`config.mk`:
```
export PLATFORM = sky130hd
export DESIGN_NAME = io_timer
export DESIGN_NICKNAME = d
export VERILOG_FILES = /design/src/rtl/io_timer_pkg.sv /design/src/rtl/io_timer_prescaler.sv /design/src/rtl/io_timer.sv
export SDC_FILE = /design/constraint.sdc
export NUM_CORES = 1
export LEC_CHECK = 0
export CORE_ASPECT_RATIO = 0.7
export CORE_MARGIN = 5
export CORE_UTILIZATION = 48
export DETAILED_ROUTE_END_ITERATION = 8
export PLACE_DENSITY = 0.81
export SKIP_LAST_GASP = 1
export SLEW_MARGIN = 20
export SYNTH_ARGS = -nofsm -noshare
export SYNTH_HDL_FRONTEND = slang
export SYNTH_SLANG_ARGS = --single-unit
```
`constraint.sdc`:
```
create_clock -name clk -period 2.2 [get_ports clk]
set_input_delay 0.44 -clock clk [delete_from_list [all_inputs] [get_ports clk]]
set_output_delay 0.44 -clock clk [all_outputs]
set_load 0.02 [all_outputs]
```
`src/rtl/io_timer_pkg.sv`:
```
// Shared definitions for the io_timer peripheral: register offsets, bit
// positions and the prescaler divisor table.
package io_timer_pkg;

  localparam logic [1:0] REG_CTRL    = 2'd0;
  localparam logic [1:0] REG_STATUS  = 2'd1;
  localparam logic [1:0] REG_COUNT   = 2'd2;
  localparam logic [1:0] REG_COMPARE = 2'd3;

  localparam int CTRL_EN     = 0;
  localparam int CTRL_CTC    = 1;
  localparam int CTRL_IE     = 2;
  localparam int CTRL_PS_LSB = 3;
  localparam int CTRL_PS_MSB = 5;
  localparam int CTRL_WIDTH  = 6;

  localparam int STATUS_MATCH = 0;
  localparam int STATUS_OVF   = 1;

  localparam logic [7:0] COMPARE_RESET = 8'hFF;

  typedef enum logic [2:0] {
    PS_DIV1    = 3'd0,
    PS_DIV8    = 3'd1,
    PS_DIV64   = 3'd2,
    PS_DIV256  = 3'd3,
    PS_DIV1024 = 3'd4
  } ps_e;

  // Terminal value of the prescaler counter (divisor - 1) for each encoding.
  function automatic logic [9:0] psTerminal(input logic [2:0] ps);
    case (ps)
      PS_DIV1:    return 10'd0;
      PS_DIV8:    return 10'd7;
      PS_DIV64:   return 10'd63;
      PS_DIV256:  return 10'd255;
      PS_DIV1024: return 10'd1023;
      default:    return 10'd0;
    endcase
  endfunction

  // Encodings above /1024 stop the timer entirely.
  function automatic logic psRunning(input logic [2:0] ps);
    return (ps <= 3'(PS_DIV1024));
  endfunction

endpackage

```
`src/rtl/io_timer_prescaler.sv`:
```
// 10-bit prescaler producing a one-cycle tick every divisor clocks while
// enabled; cleared by reset, by en=0 and by the clr strobe.
module io_timer_prescaler
  import io_timer_pkg::*;
(
  input  logic       clk,
  input  logic       rst,
  input  logic       en,
  input  logic       clr,
  input  logic [2:0] ps,
  output logic       tick
);

  logic [9:0] r_cnt;
  logic [9:0] w_terminal;
  logic       w_running;
  logic       w_atTerminal;

  assign w_terminal   = psTerminal(ps);
  assign w_running    = psRunning(ps);
  assign w_atTerminal = (r_cnt == w_terminal);
  assign tick         = en && w_running && w_atTerminal;

  always_ff @(posedge clk) begin
    if (rst) begin
      r_cnt <= 10'd0;
    end else if (clr || !en || !w_running || w_atTerminal) begin
      r_cnt <= 10'd0;
    end else begin
      r_cnt <= r_cnt + 10'd1;
    end
  end

endmodule

```
`src/rtl/io_timer.sv`:
```
// Memory-mapped 8-bit timer/counter with compare match, overflow and a level
// interrupt. Optional PWM output is built when IO_TIMER_PWM_EN is defined.
module io_timer
  import io_timer_pkg::*;
#(
  parameter logic [15:0] BASE_ADDR = 16'hFF00
) (
  input  logic        clk,
  input  logic        rst,
  input  logic [15:0] addr,
  input  logic [7:0]  din,
  input  logic        w_en,
  input  logic        r_en,
  output logic [7:0]  dout,
  output logic        irq
`ifdef IO_TIMER_PWM_EN
  ,
  output logic        pwm_out
`endif
);

  logic                  w_sel;
  logic [1:0]            w_off;
  logic                  w_wrCtrl;
  logic                  w_wrStatus;
  logic                  w_wrCount;
  logic                  w_wrCompare;
  logic                  w_tick;
  logic                  w_matchSet;
  logic                  w_ovfSet;
  logic [7:0]            w_countNext;
  logic [7:0]            w_rdData;

  logic [CTRL_WIDTH-1:0] r_ctrl;
  logic                  r_match;
  logic                  r_ovf;
  logic [7:0]            r_count;
  logic [7:0]            r_compare;
  logic [7:0]            r_dout;
  logic                  r_irq;

  assign w_sel       = (addr[15:2] == BASE_ADDR[15:2]);
  assign w_off       = addr[1:0];
  assign w_wrCtrl    = w_en && w_sel && (w_off == REG_CTRL);
  assign w_wrStatus  = w_en && w_sel && (w_off == REG_STATUS);
  assign w_wrCount   = w_en && w_sel && (w_off == REG_COUNT);
  assign w_wrCompare = w_en && w_sel && (w_off == REG_COMPARE);

  io_timer_prescaler u_prescaler (
    .clk  (clk),
    .rst  (rst),
    .en   (r_ctrl[CTRL_EN]),
    .clr  (w_wrCtrl),
    .ps   (r_ctrl[CTRL_PS_MSB:CTRL_PS_LSB]),
    .tick (w_tick)
  );

  // A CPU load of COUNT overrides the tick, including its flag effects.
  always_comb begin
    w_countNext = r_count;
    w_matchSet  = 1'b0;
    w_ovfSet    = 1'b0;
    if (w_wrCount) begin
      w_countNext = din;
    end else if (w_tick) begin
      if (r_count == r_compare) begin
        w_matchSet  = 1'b1;
        w_countNext = r_ctrl[CTRL_CTC] ? 8'd0 : r_count + 8'd1;
      end else if (r_count == 8'hFF) begin
        w_ovfSet    = 1'b1;
        w_countNext = 8'd0;
      end else begin
        w_countNext = r_count + 8'd1;
      end
    end
  end

  always_comb begin
    w_rdData = 8'd0;
    case (w_off)
      REG_CTRL:    w_rdData = {2'b00, r_ctrl};
      REG_STATUS:  w_rdData = {6'd0, r_ovf, r_match};
      REG_COUNT:   w_rdData = r_count;
      REG_COMPARE: w_rdData = r_compare;
      default:     w_rdData = 8'd0;
    endcase
  end

  // A hardware flag set takes priority over a same-cycle write-1-to-clear.
  always_ff @(posedge clk) begin
    if (rst) begin
      r_ctrl    <= '0;
      r_match   <= 1'b0;
      r_ovf     <= 1'b0;
      r_count   <= 8'd0;
      r_compare <= COMPARE_RESET;
      r_dout    <= 8'd0;
      r_irq     <= 1'b0;
    end else begin
      if (w_wrCtrl) begin
        r_ctrl <= din[CTRL_WIDTH-1:0];
      end
      if (w_wrCompare) begin
        r_compare <= din;
      end
      r_count <= w_countNext;
      r_match <= w_matchSet | (r_match & ~(w_wrStatus & din[STATUS_MATCH]));
      r_ovf   <= w_ovfSet   | (r_ovf   & ~(w_wrStatus & din[STATUS_OVF]));
      r_dout  <= (r_en && w_sel) ? w_rdData : 8'd0;
      r_irq   <= r_ctrl[CTRL_IE] & (r_match | r_ovf);
    end
  end

  assign dout = r_dout;
  assign irq  = r_irq;

`ifdef IO_TIMER_PWM_EN
  logic r_pwm;

  always_ff @(posedge clk) begin
    if (rst) begin
      r_pwm <= 1'b0;
    end else begin
      r_pwm <= r_ctrl[CTRL_EN] & (r_count < r_compare);
    end
  end

  assign pwm_out = r_pwm;
`endif

endmodule

```
==> results of run 1 <==
==> cells in the mapped netlist (3+ instances only) <==
| cell type | n |
|---|---|
| xor2_1 | 4 |
| nand2_1 | 14 |
| a21oi_1 | 12 |
| nand3_1 | 20 |
| xnor2_1 | 12 |
| o21bai_1 | 6 |
| mux2i_1 | 10 |
| nand4_1 | 4 |
| nor2b_1 | 3 |
| clkbuf_1 | 8 |
| a211o_1 | 8 |
| inv_1 | 11 |
| nor3_1 | 8 |
| o21ai_0 | 9 |
| dfxtp_1 | 43 |
| and3_1 | 4 |
| nor2_1 | 40 |
| a31oi_1 | 7 |
| nand4b_1 | 5 |
==> power by group <==
part / switching [mW] / internal, mW
Clock: 0.263 / 0.246
Combinational: 0.0475 / 0.0664
Sequential: 0.0000366 / 0.777
==> repair_timing <==
action	CTS	global route
setup buffers	2	0
setup endpoints to repair	10	26
gates resized for setup	4	4
pin swaps	8	9
==> sequential cells by signal (all words and copies together) (netlist names) <==
register	cells
u_prescaler.r_cnt	10
dout	8
r_compare	8
r_count	8
r_ctrl	6
irq	1
r_match	1
r_ovf	1
==> metrics by stage <==
stage          instances  util [%]
2_1_floorplan        261         -
3_3_place_gp         374     64.66
3_5_place_dp         374     64.66
4_1_cts              383     67.10
5_1_grt              383     67.56
6_report             383     67.56
==> metal layers <==
metal	global-route usage, %	up-vias	wire length, µm
met2	31.47	108	2395
met3	6.433	11	726
met1	29.07	989	2864
met5	0	-	0
met4	6.593	0	102
li1	-	1067	-
==> area by class of cell <==
cell class                 count  area [µm²]  area share (%)
multi-input combinational    197        1299           43.65
sequential                    43       863.3           29.02
timing repair buffer          70       615.6           20.69
clock buffer                   6       82.58           2.775
tap                           55       68.82           2.313
inverter                      11       41.29           1.388
clock inverter                 1       5.005          0.1682
==> worst max-delay path, delay by kind of cell, from the launching register on <==
kind	cells	cell delay [ns]
flops	1	0.33
compound gates	3	0.79
simple gates	3	1.06
==> cell families after synthesis <==
family	count (synthesis)	share of synthesized area, %
buf+inv	21	3.946
compound gates	50	15.50
fa+ha+maj	2	1.127
simple gates	117	27.79
mux	12	6.539
xor+xnor	16	6.313
flops	43	38.78
==> worst max path at each step <==
stage / startpoint / end / slack [ns]
finish: r_ctrl[5]$_SDFFE_PP0P_ / r_count[6]$_SDFFE_PP0P_ / -0.04
global route: r_ctrl[5]$_SDFFE_PP0P_ / r_count[6]$_SDFFE_PP0P_ / -0.12
CTS: r_ctrl[5]$_SDFFE_PP0P_ / r_count[6]$_SDFFE_PP0P_ / -0.07
detailed placement: addr[3] / r_count[7]$_SDFFE_PP0P_ / -0.27
global placement: addr[3] / r_count[7]$_SDFFE_PP0P_ / -0.12
floorplan: r_ctrl[4]$_SDFFE_PP0P_ / r_count[6]$_SDFFE_PP0P_ / -0.06
==> flow_summary_export.csv, run 1 <==
group,metric,value,unit
synthesis,syn_nets,291,
worst_setup_path,r2r_slack,-0.04,ns
hold_path,hold_path_end,"u_prescaler.r_cnt[0]$_SDFF_PP0_",
place,dpl.hpwl,4.702,mm
worst_setup_path,crit_required,2.43,ns
synthesis,yosysUniqueCellTypes,44,
synthesis,ys_seq_area_share,38.78,%
clocking,clkTransAtPathRegs,0.08,ns
power,power_leakage,1.086,nW
global_routing,gr-usage-all-layers,21.10,%
timing,finalCriticalPeriod,2.240,ns
finish,syn2layout_area_growth,34.05,%
timing,finClkSkew,0.003897,ns
finish,layout_commonest_cell,"dfxtp_1",
global_routing,grt_pass1_wl,10.07,mm
timing,slew_headroom,71.06,%
floorplan,rows,20,
timing,worst_slack,-0.04019,ns
synthesis,async_flop_share,0,%
timing,setup_viol_count_final,3,
worst_setup_path,start_kind,"flop",
global_routing,grt_max_degree,19,
hold_path,hold_class,"reg2reg",
floorplan,core,4404,µm²
finish,fillers,343,
route,viasPerCell,5.679,
synthesis,netlist.area_leader.share,38.78,%
hold_path,min_from,"u_prescaler.r_cnt[0]$_SDFF_PP0_",
place,gp_congestion,0.9146,
worst_setup_path,worstReg2RegStart,"r_ctrl[5]$_SDFFE_PP0P_",
timing,fin_worst_hold_slack,0.4754,ns
worst_setup_path,rr_endpoint,"r_count[6]$_SDFFE_PP0P_",
worst_setup_path,arrival,2.47,ns
synthesis,yosys-top-cells-area,"dfxtp_1, nor2_1, xnor2_1",
worst_setup_path,crit_path_cell_trace,"or3_4, a2111o_1, a22oi_4, nand4_4, or4b_4, a31oi_1",
clocking,cts_hold_buf,0,
worst_setup_path,path_class,"reg2reg",
clocking,clkLatencyLatePin,0.30,ns
place,dpl_cell_area,2848,µm²
floorplan,fp.dieH,66.90,µm
timing,max_freq,446.4,MHz
route,vias,2175,
route,wl_per_cell,15.90,µm
timing,final_hold_viol_count,0,
synthesis,syn_area_per_cell,8.504,µm²
clocking,cts_tree,"done",
route,drtIter0Drc,242,
clocking,cts_buffers,5,
timing,worst_pin_slew,0.4296,ns
outcome,violations,"negative setup slack",
route,totalWireLength,6.088,mm
route,dr.pass1.iters,4,
worst_setup_path,cp_max_fo,4,
global_routing,grt_overflow_total,0,
power,p_total,1.401,mW
finish,n_antenna_cell,0,
finish,layout_common_cells,"dfxtp_1, nor2_1, clkdlybuf4s50_1, buf_4, nand3_1",
clocking,clock-root-buffer,"clkbuf_8",
synthesis,synth-edff-count,0,
synthesis,synth_cells,261,
synthesis,syn_area,2220,µm²
floorplan,die_x,91.28,µm
clocking,h-tree-depth,2,
finish,nets,358,
synthesis,synth-seq-cells,43,
synthesis,ys_warn_count,0,
power,cellPowerDensity,470.8,nW/µm²
finish,final_cell_area,2975,µm²
job,cap_viol_max_count,0,
floorplan,start_util,50.40,%
synthesis,ys.flop_type,"dfxtp_1",
synthesis,yosysTopAreaCell,"dfxtp_1",
global_routing,antenna_found_initial,0,
worst_setup_path,ff2ff_path_depth,6,
timing,finalMaxSlewViolations,0,
timing,grt_setup_unrepaired,"yes",
clocking,cts.sinks,43,
place,place.port_buffers,36,
timing,period_share,101.8,%
worst_setup_path,cp_slowest_cell,"or4b_4",
floorplan,dieArea,6106,µm²
worst_setup_path,end_kind,"flop",
floorplan,io_pins,37,
clocking,cts_buffer_depth,2,
outcome,run_status,"finished, violations left",
route,ant_nets,0,
place,place_ws,-0.2651,ns
timing,fin_setup_tns,-0.07172,ns
power,irDropWorstVdd,0.0005087,V
worst_setup_path,slowest_delay,0.53,ns
hold_path,min_delay_path_depth,1,
global_routing,grt_pass1_vias,2020,
route,drc,0,
finish,drive_gt1_share,17.07,%
Power figures use the tool's default switching activity.
==> run 2, diff against run 1 <==
--- a/config.mk
+++ b/config.mk
@@ -10,6 +10,7 @@
 export CORE_UTILIZATION = 48
 export DETAILED_ROUTE_END_ITERATION = 8
 export PLACE_DENSITY = 0.81
+export SETUP_SLACK_MARGIN = 0.02
 export SKIP_LAST_GASP = 1
 export SLEW_MARGIN = 20
 export SYNTH_ARGS = -nofsm -noshare
==> run 2 against run 1 <==
- the flow still finishes with violations (negative setup slack)
- worst setup slack better by 0.0030 ns
- die area unchanged
- combinational power about the same
- final cell count unchanged
- core utilization unchanged
- power up 0.15%
- global-route usage about the same
- fmax up 0.13%
- first-iteration DRC count down 5.0%
- flip-flop and latch count unchanged
- via count up 0.83%
- sequential share of layout area unchanged
==> flow_summary_export.csv, run 2 (synthesis gave the netlist of run 1 again) <==
group,metric,value,unit
worst_setup_path,end_kind,"flop",
power,switchingPower,0.3127,mW
worst_setup_path,cp_slowest_cell,"or4b_4",
worst_setup_path,crit_path_cell_trace,"or3_4, a2111o_1, a22oi_4, nand4_4, or4b_4, a31oi_1",
finish,n_antenna_cell,0,
finish,largest_reg_flops,10,
timing,finalCriticalPeriod,2.237,ns
power,cellPowerDensity,471.5,nW/µm²
global_routing,grt_overflow_total,0,
timing,worst_slack,-0.03720,ns
timing,worst_pin_slew,0.4296,ns
finish,drive_gt1_share,17.07,%
finish,post-route-util,67.56,%
floorplan,rows,20,
clocking,clock-root-buffer,"clkbuf_8",
floorplan,core,4404,µm²
worst_setup_path,cp_top_family,"simple AND/OR/NAND/NOR gates",
power,irDropWorstVdd,0.0005088,V
global_routing,grt_max_degree,19,
finish,fillers,343,
floorplan,dieArea,6106,µm²
finish,layout_commonest_cell,"dfxtp_1",
worst_setup_path,path_class,"reg2reg",
worst_setup_path,worstReg2RegStart,"r_ctrl[5]$_SDFFE_PP0P_",
place,gp_congestion,0.9146,
finish,nets,358,
clocking,clkLatencyLatePin,0.30,ns
floorplan,die_x,91.28,µm
power,pwr-share-comb,8.1,%
route,ant_nets,0,
floorplan,fp.dieH,66.90,µm
power,p_total,1.403,mW
timing,max_freq,447.0,MHz
worst_setup_path,r2r_slack,-0.04,ns
global_routing,gr-usage-all-layers,21.12,%
clocking,clkTransAtPathRegs,0.08,ns
route,viasPerCell,5.726,
worst_setup_path,crit_required,2.43,ns
timing,setup_viol_count_final,5,
floorplan,io_pins,37,
worst_setup_path,cp_max_fo,4,
worst_setup_path,path_buf_inv,0,
power,p_int,1.090,mW
power,pwr-share-seq,55.4,%
route,vias,2193,
clocking,h-tree-depth,2,
global_routing,grt_pass1_vias,2021,
place,dpl_cell_area,2848,µm²
route,totalWireLength,6.065,mm
timing,grt_setup_unrepaired,"yes",
worst_setup_path,ff2ff_path_depth,6,
global_routing,antenna_found_initial,0,
timing,fin_worst_hold_slack,0.4755,ns
finish,final_cell_area,2975,µm²
outcome,violations,"negative setup slack",
finish,layout_common_cells,"dfxtp_1, nor2_1, clkdlybuf4s50_1, buf_4, nand3_1",
clocking,cts_buffer_depth,2,
clocking,cts_hold_buf,0,
hold_path,hold_class,"reg2reg",
route,drc,0,
route,wl_per_cell,15.84,µm
clocking,cts.sinks,43,
clocking,cts_buffers,5,
place,place_ws,-0.2651,ns
finish,multi_input_area,1299,µm²
hold_path,min_from,"u_prescaler.r_cnt[0]$_SDFF_PP0_",
timing,finalMaxSlewViolations,0,
place,dpl.hpwl,4.702,mm
timing,final_hold_viol_count,0,
finish,top_register,"u_prescaler.r_cnt",
timing,period_share,101.7,%
floorplan,start_util,50.40,%
timing,slew_headroom,71.06,%
power,pwr-share-clk,36.5,%
clocking,cts_tree,"done",
power,power_leakage,1.086,nW
finish,syn2layout_area_growth,34.05,%
place,place.port_buffers,36,
job,cap_viol_max_count,0,
hold_path,min_delay_path_depth,1,
outcome,run_status,"finished, violations left",
worst_setup_path,rr_endpoint,"r_count[6]$_SDFFE_PP0P_",
power,p_sw_share,22.29,%
worst_setup_path,slowest_delay,0.53,ns
hold_path,hold_path_end,"u_prescaler.r_cnt[0]$_SDFF_PP0_",
timing,finClkSkew,0.005257,ns
route,dr.pass1.iters,4,
route,drtIter0Drc,230,
finish,seq_area,863.3,µm²
worst_setup_path,start_kind,"flop",
worst_setup_path,arrival,2.47,ns
global_routing,grt_pass1_wl,10.09,mm
==> run 2: repair_timing <==
action                                  CTS  global route
pin swaps                                 9             8
gates resized for setup                   4             4
endpoints found under the setup margin   10            30
buffers inserted                          2             0
==> run 2: final cells by class <==
| cell class | instances | area share [%] |
|---|---|---|
| Tap cell | 55 | 2.313 |
| Timing Repair Buffer | 70 | 20.69 |
| Inverter | 11 | 1.388 |
| Clock buffer | 6 | 2.775 |
| Clock inverter | 1 | 0.1682 |
| Sequential cell | 43 | 29.02 |
| Multi-Input combinational cell | 197 | 43.65 |
==> run 2: metal layers <==
| layer | GRT usage, % | part of all wire (%) | vias up |
|---|---|---|---|
| met3 | 7.111 | 11 | 12 |
| met2 | 31.29 | 40 | 103 |
| li1 | - | - | 1070 |
| met4 | 6.593 | 1.6 | 0 |
| met1 | 28.86 | 47 | 1008 |
| met5 | 0 | 0 | - |
==> run 2: worst max-delay path by stage <==
| stage | start | endpoint | slack (ns) | cells after the start |
|---|---|---|---|---|
| after floorplan | r_ctrl[4]$_SDFFE_PP0P_ | r_count[6]$_SDFFE_PP0P_ | -0.06 | 7 |
| after global placement | addr[3] | r_count[7]$_SDFFE_PP0P_ | -0.12 | 7 |
| after detailed placement | addr[3] | r_count[7]$_SDFFE_PP0P_ | -0.27 | 7 |
| after CTS | r_ctrl[5]$_SDFFE_PP0P_ | r_count[6]$_SDFFE_PP0P_ | -0.07 | 6 |
| after global routing | r_ctrl[5]$_SDFFE_PP0P_ | r_count[6]$_SDFFE_PP0P_ | -0.12 | 6 |
| final | r_ctrl[5]$_SDFFE_PP0P_ | r_count[6]$_SDFFE_PP0P_ | -0.04 | 6 |
==> run 2: power groups by stage <==
| stage | clock, mW | combinational [mW] | sequential, mW |
|---|---|---|---|
| 6_report | 0.511 | 0.114 | 0.777 |
| 5_1_grt | 0.554 | 0.121 | 0.777 |
| 4_1_cts | 0.516 | 0.111 | 0.777 |
| 3_5_place_dp | 0 | 0.110 | 0.796 |
| 3_3_place_gp | 0 | 0.109 | 0.796 |
| 2_1_floorplan | 0 | 0.0388 | 0.796 |
==> run 2: through the flow <==
stage | TNS, ns | std cells
CTS | -0.2873 | 383
global placement | -0.8999 | 374
detailed placement | -4.095 | 374
global route | -0.6586 | 383
floorplan | -0.1040 | 261
finish | -0.08136 | 383
